## src/rtl/riscv_pkg.sv

```systemverilog
// Shared definitions for the RV32I execute/fetch-sequencing slice:
// datapath width, ALUOp encodings and ALU control codes.
package riscv_pkg;

  localparam int XLEN = 32;

  localparam logic [1:0] ALUOP_ADD  = 2'b00;
  localparam logic [1:0] ALUOP_SUB  = 2'b01;
  localparam logic [1:0] ALUOP_FUNC = 2'b10;

  typedef enum logic [2:0] {
    ALU_ADD = 3'b000,
    ALU_SUB = 3'b001,
    ALU_AND = 3'b010,
    ALU_OR  = 3'b011,
    ALU_XOR = 3'b100,
    ALU_SLT = 3'b101
  } alu_ctrl_t;

endpackage

```

## src/rtl/riscv_alu_pc_unit_if.sv

```systemverilog
// Bus bundle between the core's control/regfile side and the ALU/PC slice.
interface riscv_alu_pc_unit_if;
  import riscv_pkg::*;

  logic            pc_src;
  logic [XLEN-1:0] imm_ext;
  logic [1:0]      alu_op;
  logic [2:0]      func3;
  logic            op5;
  logic            func7_5;
  logic [XLEN-1:0] alu_in1;
  logic [XLEN-1:0] alu_in2;
  logic [XLEN-1:0] pc;
  logic [XLEN-1:0] pc_plus4;
  logic [XLEN-1:0] pc_target;
  logic [2:0]      alu_control;
  logic [XLEN-1:0] alu_out;
  logic            z_flag;
  logic            c_flag;
  logic            ov_flag;

  modport slave (
    input  pc_src, imm_ext, alu_op, func3, op5, func7_5, alu_in1, alu_in2,
    output pc, pc_plus4, pc_target, alu_control, alu_out, z_flag, c_flag, ov_flag
  );

  modport master (
    output pc_src, imm_ext, alu_op, func3, op5, func7_5, alu_in1, alu_in2,
    input  pc, pc_plus4, pc_target, alu_control, alu_out, z_flag, c_flag, ov_flag
  );

endinterface

```

## src/rtl/riscv_alu_pc_unit_alu_core.sv

```systemverilog
// 32-bit ALU datapath with zero/carry/overflow flags; sub and slt share one adder.
module riscv_alu_pc_unit_alu_core
  import riscv_pkg::*;
(
  input  logic [2:0]      alu_control,
  input  logic [XLEN-1:0] a,
  input  logic [XLEN-1:0] b,
  output logic [XLEN-1:0] result,
  output logic            z_flag,
  output logic            c_flag,
  output logic            ov_flag
);

  logic            sub_mode;
  logic            arith;
  logic [XLEN-1:0] b_op;
  logic [XLEN:0]   sum;
  logic            overflow;

  // Shared adder: subtraction is a + ~b + 1, overflow judged on the inverted operand
  always_comb begin
    sub_mode = (alu_control == ALU_SUB) || (alu_control == ALU_SLT);
    arith    = sub_mode || (alu_control == ALU_ADD);
    b_op     = sub_mode ? ~b : b;
    sum      = {1'b0, a} + {1'b0, b_op} + {{XLEN{1'b0}}, sub_mode};
    overflow = (a[XLEN-1] == b_op[XLEN-1]) && (sum[XLEN-1] != a[XLEN-1]);
  end

  // Result select and flags
  always_comb begin
    result = {XLEN{1'b0}};
    case (alu_control)
      ALU_ADD: result = sum[XLEN-1:0];
      ALU_SUB: result = sum[XLEN-1:0];
      ALU_AND: result = a & b;
      ALU_OR:  result = a | b;
      ALU_XOR: result = a ^ b;
      ALU_SLT: result = {{(XLEN-1){1'b0}}, sum[XLEN-1] ^ overflow};
      default: result = {XLEN{1'b0}};
    endcase
    z_flag  = (result == {XLEN{1'b0}});
    c_flag  = arith & sum[XLEN];
    ov_flag = arith & overflow;
  end

endmodule

```

## src/rtl/riscv_alu_pc_unit_alu_ctrl_dec.sv

```systemverilog
// ALU control decoder: maps ALUOp/funct3/funct7[5]/op[5] to a 3-bit ALU code.
module riscv_alu_pc_unit_alu_ctrl_dec
  import riscv_pkg::*;
(
  input  logic [1:0] alu_op,
  input  logic [2:0] func3,
  input  logic       op5,
  input  logic       func7_5,
  output logic [2:0] alu_control
);

  // Decode; unlisted combinations fall back to add so the output is never X
  always_comb begin
    alu_control = ALU_ADD;
    case (alu_op)
      ALUOP_ADD: alu_control = ALU_ADD;
      ALUOP_SUB: alu_control = ALU_SUB;
      ALUOP_FUNC: begin
        case (func3)
          // bit30 only means sub for R-type; addi may carry it as immediate data
          3'b000: begin
            if (op5 & func7_5) begin
              alu_control = ALU_SUB;
            end else begin
              alu_control = ALU_ADD;
            end
          end
          3'b010:  alu_control = ALU_SLT;
          3'b100:  alu_control = ALU_XOR;
          3'b110:  alu_control = ALU_OR;
          3'b111:  alu_control = ALU_AND;
          default: alu_control = ALU_ADD;
        endcase
      end
      default: alu_control = ALU_ADD;
    endcase
  end

endmodule

```

## src/rtl/riscv_alu_pc_unit.sv

```systemverilog
// Execute/fetch-sequencing slice of the single-cycle RV32I core:
// PC register, next-PC adders, ALU control decoder and ALU.
module riscv_alu_pc_unit #(
  parameter int              XLEN     = 32,
  parameter logic [XLEN-1:0] RESET_PC = 32'h0000_0000
) (
  input logic                clk,
  input logic                rst,
  riscv_alu_pc_unit_if.slave bus
);

  logic [XLEN-1:0] pc_reg;
  logic [XLEN-1:0] pc_plus4;
  logic [XLEN-1:0] pc_target;
  logic [XLEN-1:0] pc_next;

  // Next-PC arithmetic wraps silently modulo 2^XLEN
  always_comb begin
    pc_plus4  = pc_reg + XLEN'(32'd4);
    pc_target = pc_reg + bus.imm_ext;
    if (bus.pc_src) begin
      pc_next = pc_target;
    end else begin
      pc_next = pc_plus4;
    end
  end

  // Program counter register
  always_ff @(posedge clk or posedge rst) begin
    if (rst) begin
      pc_reg <= RESET_PC;
    end else begin
      pc_reg <= pc_next;
    end
  end

  assign bus.pc        = pc_reg;
  assign bus.pc_plus4  = pc_plus4;
  assign bus.pc_target = pc_target;

  riscv_alu_pc_unit_alu_ctrl_dec u_dec (
    .alu_op      (bus.alu_op),
    .func3       (bus.func3),
    .op5         (bus.op5),
    .func7_5     (bus.func7_5),
    .alu_control (bus.alu_control)
  );

  riscv_alu_pc_unit_alu_core u_alu (
    .alu_control (bus.alu_control),
    .a           (bus.alu_in1),
    .b           (bus.alu_in2),
    .result      (bus.alu_out),
    .z_flag      (bus.z_flag),
    .c_flag      (bus.c_flag),
    .ov_flag     (bus.ov_flag)
  );

endmodule

```

## src/flat_wrapper.sv

```systemverilog
// flat-port wrapper written by rule: the top's interface ports become plain ports
module riscv_alu_pc_unit_flat 
#(
  parameter int              XLEN     = 32,
  parameter logic [XLEN-1:0] RESET_PC = 32'h0000_0000
)
  (clk, rst, bus_pc_src, bus_imm_ext, bus_alu_op, bus_func3, bus_op5, bus_func7_5, bus_alu_in1, bus_alu_in2, bus_pc, bus_pc_plus4, bus_pc_target, bus_alu_control, bus_alu_out, bus_z_flag, bus_c_flag, bus_ov_flag);
  riscv_alu_pc_unit_if bus_i ();
  input logic clk;
  input logic rst;
  input wire logic [$bits(bus_i.pc_src)-1:0] bus_pc_src;
  input wire logic [$bits(bus_i.imm_ext)-1:0] bus_imm_ext;
  input wire logic [$bits(bus_i.alu_op)-1:0] bus_alu_op;
  input wire logic [$bits(bus_i.func3)-1:0] bus_func3;
  input wire logic [$bits(bus_i.op5)-1:0] bus_op5;
  input wire logic [$bits(bus_i.func7_5)-1:0] bus_func7_5;
  input wire logic [$bits(bus_i.alu_in1)-1:0] bus_alu_in1;
  input wire logic [$bits(bus_i.alu_in2)-1:0] bus_alu_in2;
  output wire logic [$bits(bus_i.pc)-1:0] bus_pc;
  output wire logic [$bits(bus_i.pc_plus4)-1:0] bus_pc_plus4;
  output wire logic [$bits(bus_i.pc_target)-1:0] bus_pc_target;
  output wire logic [$bits(bus_i.alu_control)-1:0] bus_alu_control;
  output wire logic [$bits(bus_i.alu_out)-1:0] bus_alu_out;
  output wire logic [$bits(bus_i.z_flag)-1:0] bus_z_flag;
  output wire logic [$bits(bus_i.c_flag)-1:0] bus_c_flag;
  output wire logic [$bits(bus_i.ov_flag)-1:0] bus_ov_flag;
  assign bus_i.pc_src = bus_pc_src;
  assign bus_i.imm_ext = bus_imm_ext;
  assign bus_i.alu_op = bus_alu_op;
  assign bus_i.func3 = bus_func3;
  assign bus_i.op5 = bus_op5;
  assign bus_i.func7_5 = bus_func7_5;
  assign bus_i.alu_in1 = bus_alu_in1;
  assign bus_i.alu_in2 = bus_alu_in2;
  assign bus_pc = bus_i.pc;
  assign bus_pc_plus4 = bus_i.pc_plus4;
  assign bus_pc_target = bus_i.pc_target;
  assign bus_alu_control = bus_i.alu_control;
  assign bus_alu_out = bus_i.alu_out;
  assign bus_z_flag = bus_i.z_flag;
  assign bus_c_flag = bus_i.c_flag;
  assign bus_ov_flag = bus_i.ov_flag;
  riscv_alu_pc_unit #(.XLEN(XLEN), .RESET_PC(RESET_PC)) u_core (.clk(clk), .rst(rst), .bus(bus_i));
endmodule
```

## config.mk

```make
export PLATFORM = sky130hd
export DESIGN_NAME = riscv_alu_pc_unit_flat
export DESIGN_NICKNAME = d
export VERILOG_FILES = /design/src/rtl/riscv_pkg.sv /design/src/rtl/riscv_alu_pc_unit_if.sv /design/src/rtl/riscv_alu_pc_unit_alu_core.sv /design/src/rtl/riscv_alu_pc_unit_alu_ctrl_dec.sv /design/src/rtl/riscv_alu_pc_unit.sv /design/src/flat_wrapper.sv
export SDC_FILE = /design/constraint.sdc
export NUM_CORES = 1
export LEC_CHECK = 0
export ABC_AREA = 1
export BUFFER_PORTS_ARGS = -buffer_cell sky130_fd_sc_hd__buf_2
export CORE_ASPECT_RATIO = 1.5
export CORE_MARGIN = 8
export CORE_UTILIZATION = 54
export CTS_BUF_LIST = sky130_fd_sc_hd__clkbuf_2
export CTS_CLUSTER_DIAMETER = 120
export CTS_CLUSTER_SIZE = 16
export DETAILED_ROUTE_END_ITERATION = 8
export PLACE_DENSITY = 0.83
export SYNTH_ARGS = -nofsm -noshare
export SYNTH_HDL_FRONTEND = slang
export SYNTH_SLANG_ARGS = --single-unit
```

## constraint.sdc

```tcl
create_clock -name clk -period 4.2 [get_ports clk]
set_clock_uncertainty 0.05 [all_clocks]
set_input_delay 0.42 -clock clk [delete_from_list [all_inputs] [get_ports clk]]
set_output_delay 0.42 -clock clk [all_outputs]
set_load 0.01 [all_outputs]
```

==> flow_metrics.py <==
metrics = {
    "status": {
        "outcome": "finished, violations left",
        "violations": "negative setup slack",
    },
    "synthesis": {
        "synthArstFlopShare": 1.000,
        "avgSynthCellArea_um2": 6.153,
        "synth_area_mm2": 0.007649,
        "synth_edf_count": 0,
        "synth_commonest_cells": "335 x nand2_1, 180 x inv_1, 129 x ha_1, 126 x nor2_1, 86 x a21oi_1",
        "yosys.area.top_type": "ha_1",
        "synth_ff_type": "dfrtp_1",
        "synth-seq-area-share": 0.1047,
        "ys_types": 46,
        "syn-num-nets": 1480,
        "synth_area_leaders": "ha_1 21%, nand2_1 16%, dfrtp_1 10%",
        "synth.most_common_cell": "nand2_1",
        "synthCells": 1243,
        "synth-seq-cells": 32,
        "synth_top_area_frac": 0.2110,
        "ys_warn_count": 0,
    },
    "worst_setup_path": {
        "required_ns": 3.73,
        "cp.arrival_ns": 3.91,
        "critPathLaunchType": "input port",
        "worstReg2RegEnd": "u_core.bus.pc[28]",
        "cp-endpoint": "bus_z_flag",
        "crit_fanout": 4,
        "reg2reg_slack_ns": 1.19,
        "crit_family": "simple AND/OR/NAND/NOR gates",
        "cp_num_cells": 26,
        "reg2regPathDepth": 13,
        "crit_path_max_incr_delay_ns": 0.38,
        "reg2reg_from": "u_core.bus.pc[0]",
        "critPathBufInv": 9,
        "crit_type": "in -> out",
        "crit_slowest_cell": "fa_2",
        "worstSetupEndpointType": "output port",
        "critPathLaunch": "bus_alu_op[0]",
        "cpMostUsedCell": "buf_4",
    },
    "placement": {
        "pre_cts_slack_ns": -0.3723,
        "gp_congestion": 1.055,
        "dp.cells": 1749,
        "hpwl_um": 25880,
        "io_buffers": 239,
    },
    "hold_path": {
        "hp-class": "in -> reg",
    },
    "flow_run": {
        "max_cap_violations": 0,
    },
    "detailed_routing": {
        "antenna_left": 0,
        "drtIter0Drc": 832,
        "drc": 0,
        "viasPerCell": 5.668,
        "vias": 10240,
        "routed_wl_um": 33090,
        "dr.pass1.iters": 8,
        "wl_per_cell_um": 18.32,
    },
    "power": {
        "peakVddDrop_mv": 0.2595,
        "p_comb_frac": 0.831,
        "pwr-share-clk": 0.042,
        "seqPwrFrac": 0.127,
        "power_density_mw_per_mm2": 502.8,
        "switching_share": 0.5662,
        "p_int_mw": 2.386,
        "leakage_nw": 6.269,
        "power.switching_mw": 3.114,
    },
    "final_layout": {
        "seq_area_um2": 800.8,
        "multi_input_area_mm2": 0.006589,
        "finalNonFillerCells": 1806,
        "drive_gt1_frac": 0.3384,
        "fillers": 1155,
        "area_growth_pct": 43.02,
        "largest_register_ffs": 32,
        "nets": 1876,
    },
    "global_routing": {
        "antenna_found_initial": 1,
        "grt_pass1_vias": 10350,
        "grt-ovfl-total": 0,
        "grt_max_degree": 34,
        "grtUsageMet2": 0.6415,
        "track_usage": 0.3330,
        "met3_usage": 0.06057,
        "busiest_layer": "met2",
        "use_met1": 0.2858,
        "grt_pass1_wl_um": 48890,
    },
    "die": {
        "core_mm2": 0.01393,
        "die_w_um": 113.2,
        "die_h_um": 161.8,
        "num_io_pins": 240,
        "start_util": 0.5492,
        "rows": 53,
        "die_area_mm2": 0.01831,
    },
    "timing": {
        "worstMarginPinSlew_ns": 1.051,
        "final_max_slew_viol_count": 0,
        "finalCritPeriodShare": 1.042,
        "hold_viol_final": 0,
        "fin_crit_ns": 4.376,
        "timing.final.ws_setup_ns": -0.1762,
        "setup_viol": 2,
        "rsz0062_at_grt": "yes",
        "maxSlewHeadroom": 0.2984,
        "max_freq_mhz": 228.5,
    },
    "clock_tree": {
        "numCtsBuffers": 5,
        "clockRootBuffer": "clkbuf_2",
        "cts_buffer_depth": 2,
        "h-tree-depth": 2,
        "cts.sinks": 32,
        "clkTransAtPathRegs_ns": 0.20,
        "clk_latency_ns": 0.44,
        "tritoncts": "built",
    },
}
cells by family (layout without fill, tap and decap cells):
logic type,after synthesis,after routing,synth area share
compound gates,196,196,0.1474
xor+xnor,87,87,0.09962
fa+ha+maj,131,131,0.2163
buf+inv,209,606,0.1040
flops,32,32,0.1047
other cells,0,1,0
simple gates,588,588,0.3280
worst register-to-register path, cell delays in order, from the launching register on:
cell and delay, ns:
dfrtp_1 0.45, ha_1 0.25, fa_1 0.43, nand3_1 0.11, nand2_1 0.11, a31oi_1 0.35
o21ai_1 0.22, a31oi_1 0.36, o21ai_1 0.22, nand2_1 0.13, nand2_1 0.06, nand2_1 0.09
nand3_1 0.07, nand2_1 0.10
stage by stage:
step	instance area (um^2)	util	hold WS [ns]	TNS (ns)	power, mW
2_1_floorplan	7649	-	0.4773	0	3.173
3_3_place_gp	9903	0.7111	0.4553	-0.3381	4.887
3_5_place_dp	9903	0.7111	0.4757	-0.3868	4.948
4_1_cts	10460	0.7512	0.2568	-0.01299	5.303
5_1_grt	10940	0.7855	0.2746	-0.8662	5.928
6_report	10940	0.7855	0.2584	-0.1856	5.501
metal layers:
layer,share of wire,routed length [um]
met1,0.32,10600
met2,0.51,17020
met3,0.075,2470
met4,0.091,3002
met5,0,0
how the worst min path moves through the flow:
| stage | startpoint | end | slack [ns] | cells past startpoint |
|---|---|---|---|---|
| 2_1_floorplan | bus_pc_src | u_core.bus.pc[8] | 0.48 | 1 |
| 3_3_place_gp | u_core.bus.pc[0] | u_core.bus.pc[0] | 0.46 | 2 |
| 5_1_grt | bus_imm_ext[0] | u_core.bus.pc[0] | 0.27 | 4 |
| 6_report | bus_imm_ext[0] | u_core.bus.pc[0] | 0.26 | 4 |
| 4_1_cts | bus_imm_ext[0] | u_core.bus.pc[0] | 0.26 | 4 |
| 3_5_place_dp | u_core.bus.pc[0] | u_core.bus.pc[0] | 0.48 | 2 |
power groups by stage:
stage,logic (mW),clock network [mW],registers (mW)
2_1_floorplan,2.45,0,0.719
3_3_place_gp,4.19,0,0.699
3_5_place_dp,4.25,0,0.703
4_1_cts,4.38,0.232,0.692
5_1_grt,4.97,0.236,0.720
6_report,4.57,0.233,0.697
layout by cell type, fill, tap and decap left out, types with 23 or more instances in the layout:
cell / n
o21ai_1: 23
inv_1: 170
a21oi_1: 70
xor2_1: 66
o21ai_0: 26
nand3_1: 43
nor2_1: 104
buf_4: 160
ha_1: 123
buf_2: 237
nand2_1: 306
nand2_2: 25
dfrtp_1: 32
layout make-up:
| type | count | area share |
|---|---|---|
| Tap cell | 165 | 0.01887 |
| Clock buffer | 5 | 0.002288 |
| Multi-Input combinational cell | 1002 | 0.6023 |
| Clock inverter | 3 | 0.003431 |
| Antenna cell | 1 | 0.0002288 |
| Sequential cell | 32 | 0.07320 |
| Timing Repair Buffer | 411 | 0.2348 |
| Inverter | 187 | 0.06485 |
timing repair:
item	4_1_cts	5_1_grt
buffers inserted	33	19
cloned	1	0
hold buffers	1	0
endpoints found under the hold margin	5	0
pin swaps	50	61
gates resized for setup	79	89
setup endpoints to repair	2	11
(Power assumes the default switching activity.)
